**src/rtl/apu_frame_counter.sv**
```systemverilog
// APU frame sequencer: paces quarter/half-frame clocks for the sound channels
// and raises the frame IRQ in 4-step mode.
module apu_frame_counter (
    input  logic clk,
    input  logic rst_l,
    input  logic cpu_clk_en,
    input  logic apu_clk_en,
    input  logic mode_wr,
    input  logic mode_in,
    input  logic irq_inhibit_in,
    input  logic status_rd,
    output logic quarter_clk_en,
    output logic half_clk_en,
    output logic frame_irq,
    output logic mode
);

    localparam logic [14:0] TERM_4STEP = 15'd14914;
    localparam logic [14:0] TERM_5STEP = 15'd18640;
    localparam logic [14:0] STEP_HALF  = 15'd7456;
    // Interior quarter-frame points, packed so generate can slice them.
    localparam logic [44:0] QUARTER_PTS = {15'd11185, 15'd7456, 15'd3728};

    logic [14:0] c_reg, c_next;
    logic        mode_reg, mode_next;
    logic        irq_inhibit_reg, irq_inhibit_next;
    logic        pending_reg, pending_next;
    logic        frame_irq_reg, frame_irq_next;

    logic [14:0] term;
    logic        wr_acc;
    logic        rd_acc;
    logic        step;
    logic        at_term;
    logic        irq_set;
    logic        irq_clr;
    logic [2:0]  q_hit;

    assign wr_acc  = cpu_clk_en & mode_wr;
    assign rd_acc  = cpu_clk_en & status_rd;
    assign term    = mode_reg ? TERM_5STEP : TERM_4STEP;
    assign at_term = (c_reg == term);
    // A register write takes priority over any sequencer step in the same cycle.
    assign step    = apu_clk_en & ~wr_acc;

    generate
        for (genvar gi = 0; gi < 3; gi++) begin : g_quarter
            assign q_hit[gi] = (c_reg == QUARTER_PTS[gi*15 +: 15]);
        end
    endgenerate

    assign quarter_clk_en = step & ((|q_hit) | at_term | pending_reg);
    assign half_clk_en    = step & ((c_reg == STEP_HALF) | at_term | pending_reg);

    assign irq_set = step & ~mode_reg & ~irq_inhibit_reg & (c_reg == TERM_4STEP);
    assign irq_clr = rd_acc | (wr_acc & irq_inhibit_in);

    always_comb begin
        c_next           = c_reg;
        mode_next        = mode_reg;
        irq_inhibit_next = irq_inhibit_reg;
        pending_next     = pending_reg;
        frame_irq_next   = frame_irq_reg;

        if (wr_acc) begin
            c_next           = '0;
            mode_next        = mode_in;
            irq_inhibit_next = irq_inhibit_in;
            pending_next     = mode_in;
        end else if (apu_clk_en) begin
            c_next       = at_term ? 15'd0 : c_reg + 15'd1;
            pending_next = 1'b0;
        end

        if (irq_set) begin
            frame_irq_next = 1'b1;
        end else if (irq_clr) begin
            frame_irq_next = 1'b0;
        end
    end

    always_ff @(posedge clk or negedge rst_l) begin
        if (!rst_l) begin
            c_reg           <= '0;
            mode_reg        <= 1'b0;
            irq_inhibit_reg <= 1'b0;
            pending_reg     <= 1'b0;
            frame_irq_reg   <= 1'b0;
        end else begin
            c_reg           <= c_next;
            mode_reg        <= mode_next;
            irq_inhibit_reg <= irq_inhibit_next;
            pending_reg     <= pending_next;
            frame_irq_reg   <= frame_irq_next;
        end
    end

    assign frame_irq = frame_irq_reg;
    assign mode      = mode_reg;

endmodule

```
**config.mk**
```make
export PLATFORM = sky130hd
export DESIGN_NAME = apu_frame_counter
export DESIGN_NICKNAME = d
export VERILOG_FILES = /design/src/rtl/apu_frame_counter.sv
export SDC_FILE = /design/constraint.sdc
export NUM_CORES = 1
export LEC_CHECK = 0
export CAP_MARGIN = 20
export CORE_MARGIN = 3
export CORE_UTILIZATION = 30
export CTS_CLUSTER_DIAMETER = 80
export CTS_CLUSTER_SIZE = 40
export DETAILED_ROUTE_END_ITERATION = 10
export MAX_ROUTING_LAYER = met4
export SLEW_MARGIN = 0
export SYNTH_ARGS = -nofsm -noshare
export SYNTH_HDL_FRONTEND = slang
export SYNTH_SLANG_ARGS = --single-unit
```
**constraint.sdc**
```tcl
create_clock -name clk -period 2.3 [get_ports clk]
set_clock_uncertainty 0.15 [all_clocks]
set_input_delay 0.46 -clock clk [delete_from_list [all_inputs] [get_ports clk]]
set_output_delay 0.46 -clock clk [all_outputs]
set_load 0.01 [all_outputs]
```
# Yosys cells after proc, flatten, opt, wreduce, memory -nomap -nowiden

Index checks and enable logic that the tools add are counted.

Add/sub/neg operators: 1
Eq/ne operators: 5
Muxes and demuxes: 8
Bitwise operators: 17
Reduce and logical (&&, ||, !) cells: 3

Operator list:

| cell                                            | number |
|---|---|
| two-way mux 15 bit                              | 4 |
| == test 15 x 14 -> 1 bit, second input constant | 2 |
| adder 15 x 1 -> 15 bit, second input constant   | 1 |
| == test 15 x 12 -> 1 bit, second input constant | 1 |
| == test 15 x 13 -> 1 bit, second input constant | 1 |
| == test 15 bit                                  | 1 |
| bitwise AND 1 bit                               | 9 |
| bitwise OR 1 bit                                | 5 |
| two-way mux 1 bit                               | 4 |
| nonzero test 2 bit                              | 2 |
| NOT 1 bit                                       | 3 |
| OR reduction 3 bit                              | 1 |

Flip-flop bits (word level): 19
Output and inout bits: 4
Logic and storage cells: 39

# Depth between registers and ports, before layout

Gate-level depths: netlist of run 1.

Depth after elaboration: 7
Depth in mapped cells: 8

# Worst setup path before layout of run 1

No wires, ideal clock.

Path type: register to output
Start point: register c_reg[8]
End point: output quarter_clk_en
Arrival time: 1.898 ns
Required time: 1.690 ns
Slack: -0.208 ns
Stages on the path, launching flop included: 6
Path through: dfrtp_1 > or4b_1 > or4_1 > nor4_1 > o31a_1 > o21bai_1

Word-level cells in the longest chain between the ends: 5

RTL lines:

| item                                             | RTL line | source |
|---|---|---|
| start: declaration                               | 24       | `logic [14:0] c_reg, c_next;` |
| start signal: assignment                         | 90       | `c_reg <= c_next;` |
| == test 15 x 12 -> 1 bit (tied with other cells) | 48       | `assign q_hit[gi] = (c_reg == QUARTER_PTS[gi*15 +: 15]);` |
| OR reduction 3 bit                               | 52       | `assign quarter_clk_en = step & ((\|q_hit) \| at_term \| pending_reg);` |
| bitwise OR 1 bit * (2 in a row)                  | 52       |  |
| bitwise AND 1 bit *                              | 52       |  |
| end: declaration                                 | 12       | `output logic quarter_clk_en,` |

Mark *: on every way between the ends. The rest lies on a longest branch, timed or not.

# Final worst setup path of run 1

Start point: register c_reg[5]
End point: output quarter_clk_en

Same word-level chain as after synthesis.

==> reports/metrics.yaml, run 1 <==
logic_synthesis:
  synth_seq_cells: 19
  synth.most_common_cell: "dfrtp_1"
  syn_nets: 156
  synth_warnings: 0
  synth_area_per_cell_um2: 8.71
  seq_area_frac_synth_pct: 37.9
  syn_area_um2: 1250
  syn_inst: 144
  async_flop_share_pct: 100
  synth_edf_count: 0
  ys_types: 43
  synth_top_area_share_pct: 37.9
  netlist_top_cells_count: "dfrtp_1, a21oi_1, nand2_1, nand3_1, nor2_1"
  synth.area.top_cells: "dfrtp_1, a21oi_1, nand3_1"
  synth_largest_area_cell: "dfrtp_1"
  synth_top_flop_cell: "dfrtp_1"
cts:
  clock_latency_ns: 0.26
  clk_path_buf_depth: 2
  clkTransAtPathRegs_ns: 0.07
  cts_tree: "done"
  cts_buffers: 3
  clkSinkCount: 19
  cts_root_buf: "clkbuf_8"
  h-tree-depth: 1
grt:
  grt_usage_pct: 16.5
  grt_max_degree: 20
  grt_pass1_wl_mm: 6.36
  gr-total-overflow: 0
  grt_pass1_vias: 1316
  antenna_found_initial: 0
sta:
  period_minus_slack_ns: 2.82
  max_slew_margin_pct: 69.9
  final-hold-violation-count: 0
  timing.final.ws_setup_ns: -0.524
  rsz0062_at_grt: "true"
  setup_viol: 17
  post-route-period-util_pct: 123
  final_max_slew_viol_count: 0
  worst_slew_pin_slew_ns: 0.447
  tns_ns: -5.30
  fmax_mhz: 354
critical_path:
  crit_fanout: 2
  crit_arrival_ns: 2.21
  timing.rr.start: "c_reg[5]"
  cp_slowest_cell: "or4b_4"
  critPathKind: "reg -> out"
  endpoint_kind: "output port"
  crit_start: "c_reg[5]"
  start_kind: "register"
  path_cells: "or4b_4 -> or4_4 -> nor4_4 -> o31a_1 -> o21bai_2 -> buf_2"
  required_ns: 1.69
  max_stage_delay_ns: 0.54
  ff2ff_path_depth: 6
routing:
  postRouteAntennaNets: 0
  wl_per_cell_um: 15.7
  routed_via_density: 5.30
  drt_wl_total_mm: 3.78
  vias: 1277
  drc: 0
  firstDrtPassIters: 4
  first_iter_violations: 45
status:
  violations: "setup timing"
  status: "complete, but fails checks"
power_and_ir_drop:
  power_frac_clock_pct: 26.4
  powerDensity_nw_per_um2: 499
  sequentialPowerShare_pct: 42.6
  p_comb_share_pct: 31.0
  switching_share_pct: 30.8
  netSwitchingPower_uw: 283
  p_leak_nw: 0.824
  internal_power_uw: 636
  peakVddDrop_uv: 254
floorplanning:
  initial_utilization_pct: 32.6
  die-area_um2: 4990
  fp.dieH_um: 70.7
  core_area_um2: 3850
  die_x_um: 70.7
  ios: 12
  row_count: 22
finish:
  final.fill_count: 372
  diodes: 0
  synthToLayoutAreaGrowth_pct: 46.8
  fin_cells: 241
  drive_gt1_share_pct: 36.8
  final_nets: 206
  largest_reg_flops: 15
placed_design:
  hpwl_mm: 2.83
  dp_cells: 235
  io_buffers: 11
  gp_congestion: 0.904
worst_hold_path:
  hold_depth: 2
  worstHoldStart: "frame_irq"
  hold_class: "reg -> reg"
run:
  drv_cap: 0
[through the flow]
step | util, % | area [µm²] | setup WS, ns | hold slack, ns | total power, mW
2_1_floorplan | - | 1300 | -0.207 | 0.0144 | 0.520
3_3_place_gp | 44.6 | 1720 | -0.677 | 0.334 | 0.653
3_5_place_dp | 44.6 | 1720 | -0.731 | 0.349 | 0.659
4_1_cts | 47.1 | 1820 | -0.516 | 0.366 | 0.915
5_1_grt | 47.8 | 1840 | -0.588 | 0.397 | 0.970
6_report | 47.8 | 1840 | -0.524 | 0.358 | 0.919
[final timing paths]
check | to | slack [ns]
setup / recovery | quarter_clk_en | -0.52
hold / removal | frame_irq | 0.36
setup reg to reg | c_reg[5] | -0.36
hold reg to reg | frame_irq | 0.36
max in group asynchronous | c_reg[5] | 1.40
min in group asynchronous | c_reg[1] | 0.39
[power groups by stage]
stage / Clock (mW) / Combinational (mW) / Sequential [mW]
6_report: 0.243 / 0.285 / 0.391
5_1_grt: 0.265 / 0.311 / 0.394
4_1_cts: 0.247 / 0.277 / 0.391
3_5_place_dp: 0 / 0.263 / 0.396
3_3_place_gp: 0 / 0.255 / 0.398
2_1_floorplan: 0 / 0.137 / 0.383
[logic make-up (layout without fill, tap and decap cells)]
group / Yosys count / in the layout / synth area share [%]
buf+inv: 14 / 63 / 5.48
fa+ha+maj: 4 / 4 / 3.99
compound gates: 36 / 36 / 19.8
mux: 4 / 4 / 3.49
simple gates: 67 / 67 / 29.3
flops: 19 / 19 / 37.9
[cell usage in the layout, fill, tap and decap left out, types with 2 or more instances in the layout]
cell type        instances
nor3_1                   4
nand3_1                 12
mux2_2                   2
a31oi_1                  4
buf_6                    7
clkbuf_8                 3
nor4_1                   3
a21oi_2                  7
a22o_1                   2
a21o_1                   4
nand2_1                 11
nand4b_1                 2
and3_1                   2
ha_1                     4
and2_1                   2
nand3b_1                 3
buf_2                    2
nand2_2                  2
nand2b_1                 4
nor2_1                   9
clkdlybuf4s50_1          9
inv_1                    5
buf_4                   36
dfrtp_1                 19
a21oi_1                  6
a32o_1                   2
[critical path, delay by kind of cell (launching register included)]
kind / cells / cell delay [ns]
compound gates: 2 / 0.28
buf+inv: 1 / 0.14
flops: 1 / 0.39
simple gates: 3 / 1.14
[timing repair]
item	in CTS	in global routing
cloned	1	0
hold buffers	0	0
resized for setup	21	6
pin swaps	5	3
setup endpoints to repair	17	17
hold endpoints to repair	0	0
setup buffers	0	2
[layer usage]
layer | up-vias | track usage (%) | part of all wire (%)
li1 | 631 | - | -
met3 | 5 | 2.70 | 5.0
met4 | 0 | 6.68 | 1.1
met5 | - | - | 0
met1 | 613 | 20.8 | 45
met2 | 28 | 26.5 | 49
[final cells by class]
cell class / count / area [µm²] / area share (%)
clock buffer: 4 / 45.0 / 2.45
multi-input combinational: 111 / 793 / 43.1
sequential: 19 / 475 / 25.8
tap: 48 / 60.1 / 3.26
inverter: 5 / 18.8 / 1.02
timing repair buffer: 54 / 449 / 24.4
(Power assumes the default switching activity.)
==> inputs of run 2 (changes only) <==
- CELL_PAD_IN_SITES_DETAIL_PLACEMENT: default -> 1
- CELL_PAD_IN_SITES_GLOBAL_PLACEMENT: default -> 1
- PLACE_DENSITY_LB_ADDON: default -> 0.1
==> run 2 against run 1 <==
Against the previous run: the run still ends with setup timing left; clock power decreased by 2%; final area about the same; global-route usage increased by 2.6 points; combinational power increased by 5%; cell count decreased by 0.41%; register-to-register slack got worse by 0.07 ns; critical path depth unchanged; sequential power about the same; critical path type unchanged; largest cell class unchanged.
==> reports/metrics.yaml, run 2 (same netlist as run 1, synthesis figures left out) <==
finish:
  final_nets: 205  # was 206
  mostFrequentLayoutCells: "buf_4, dfrtp_1, nand2_1, nand3_1"  # was buf_4, dfrtp_1, nand3_1, nand2_1
  final_common_cell: "buf_4"  # unchanged
  regArea_um2: 475  # unchanged
  synthToLayoutAreaGrowth_pct: 46.9  # was 46.8%
  drive_gt1_share_pct: 35.9  # was 36.8%
  multi_input_area_um2: 796  # was 793 µm²
  largest_reg_flops: 15  # unchanged
  final_core_util_pct: 47.8  # about the same
  fin_cells: 240  # was 241
  final.fill_count: 446  # was 372
  diodes: 0  # unchanged
cts:
  clock_latency_ns: 0.26  # about the same
  cts_root_buf: "clkbuf_8"  # unchanged
  clkSinkCount: 19  # unchanged
  clk_path_buf_depth: 2  # unchanged
  ctsHoldBuffers: 0  # unchanged
  clkTransAtPathRegs_ns: 0.07  # about the same
  h-tree-depth: 1  # unchanged
  cts_tree: "done"  # unchanged
  cts_buffers: 3  # unchanged
routing:
  firstDrtPassIters: 4  # unchanged
  met3_length_um: 144  # was 190 µm
  wl_per_cell_um: 18.4  # was 15.7 µm
  first_iter_violations: 60  # was 45
  vias: 1328  # was 1277
  met2_wirelength_mm: 2.14  # was 1.85 mm
  routed.top_layer: "met4"  # unchanged
  postRouteAntennaNets: 0  # unchanged
  drt_wl_total_mm: 4.42  # was 3.78 mm
  drc: 0  # unchanged
  wl_met1_mm: 2.04  # was 1.69 mm
  routed_via_density: 5.53  # was 5.30
critical_path:
  crit_fanout: 2  # unchanged
  start_kind: "register"  # unchanged
  endpoint_kind: "output port"  # unchanged
  critPathKind: "reg -> out"  # unchanged
  required_ns: 1.69  # about the same
  crit_arrival_ns: 2.23  # was 2.21 ns
floorplanning:
  fp.dieH_um: 70.7  # unchanged
  ios: 12  # unchanged
  initial_utilization_pct: 32.6  # unchanged
  die_x_um: 70.7  # unchanged
  core_area_um2: 3850  # unchanged
  row_count: 22  # unchanged
  die-area_um2: 4990  # unchanged
placed_design:
  gp_congestion: 0.877  # was 0.904
  hpwl_mm: 3.27  # was 2.83 mm
  dp_cells: 234  # was 235
  io_buffers: 11  # unchanged
sta:
  worst_slew_pin_slew_ns: 0.599  # was 0.447 ns
  fmax_mhz: 352  # was 354 MHz
  tns_ns: -6.02  # was -5.30 ns
  post-route-period-util_pct: 124  # was 123%
  timing.final.ws_setup_ns: -0.544  # was -0.524 ns
  period_minus_slack_ns: 2.84  # was 2.82 ns
  setup_viol: 17  # unchanged
  rsz0062_at_grt: "true"  # unchanged
  final-hold-violation-count: 0  # unchanged
  final_max_slew_viol_count: 0  # unchanged
  max_slew_margin_pct: 59.7  # was 69.9%
  holdWs_ns: 0.357  # was 0.358 ns
status:
  violations: "setup timing"  # unchanged
  status: "complete, but fails checks"  # unchanged
power_and_ir_drop:
  powerDensity_nw_per_um2: 504  # was 499 nW/µm²
  p_total_uw: 929  # was 919 µW
  peakVddDrop_uv: 302  # was 254 µV
  p_leak_nw: 0.828  # was 0.824 nW
grt:
  grt_usage_pct: 19.1  # was 16.5%
  antenna_found_initial: 0  # unchanged
  gr-total-overflow: 0  # unchanged
  grt_max_degree: 20  # unchanged
  grt_pass1_vias: 1403  # was 1316
  grt_pass1_wl_mm: 7.29  # was 6.36 mm
worst_hold_path:
  hold_class: "reg -> reg"  # unchanged
run:
  drv_cap: 0  # unchanged
[run 2: cell types whose count changed in the layout (fill, tap and decap cells not counted), sizes merged]
cell	delta
buf	-1
[run 2: through the flow]
stage | worst slack [ns] | instance area [µm²]
final | -0.544 | 1840
after global routing | -0.650 | 1840
after CTS | -0.532 | 1840
after detailed placement | -0.784 | 1710
after global placement | -0.745 | 1710
after floorplan | -0.207 | 1300
[run 2: path summary, 6_finish.rpt]
check	to	cells past startpoint	slack, ns	startpoint
worst min register to register	irq_inhibit_reg	1	0.36	irq_inhibit_reg
max in group asynchronous	frame_irq	2	1.40	rst_l
worst min-delay path	irq_inhibit_reg	1	0.36	irq_inhibit_reg
worst max register to register	c_reg[5]	6	-0.43	c_reg[5]
min in group asynchronous	c_reg[4]	2	0.39	rst_l
worst max-delay path	quarter_clk_en	6	-0.54	c_reg[5]
[run 2: power breakdown]
group	switching (mW)	internal, mW
Sequential	0.0332	0.359
Combinational	0.146	0.153
Clock	0.114	0.123
Total	0.293	0.635
[run 2: timing repair]
action                                  in CTS  in global routing
resized for setup                           23                  5
setup buffers                                2                  0
endpoints found under the setup margin      17                 17
gates cloned                                 1                  0
endpoints found under the hold margin        0                  0
pin swaps                                    6                  2
[run 2: layout make-up]
cell class              instances  share of cell area (%)
inverters                       5                    1.02
flip-flops and latches         19                    25.8
repair buffers                 53                    24.3
clock buffers                   4                    2.44
well taps                      48                    3.26
multi-input cells             111                    43.2
[run 2: layer usage]
layer / vias up / global-route usage [%]
li1: 631 / -
met1: 658 / 24.3
met2: 29 / 31.8
met3: 10 / 3.84
met4: 0 / 3.97
met5: - / -
[run 2: worst max-delay path: stages (launching register included)]
cell and delay [ns]:
dfrtp_1 0.39, or4b_4 0.55, or4_4 0.46, nor4_4 0.17, o31a_1 0.16, o21bai_2 0.11
buf_2 0.14
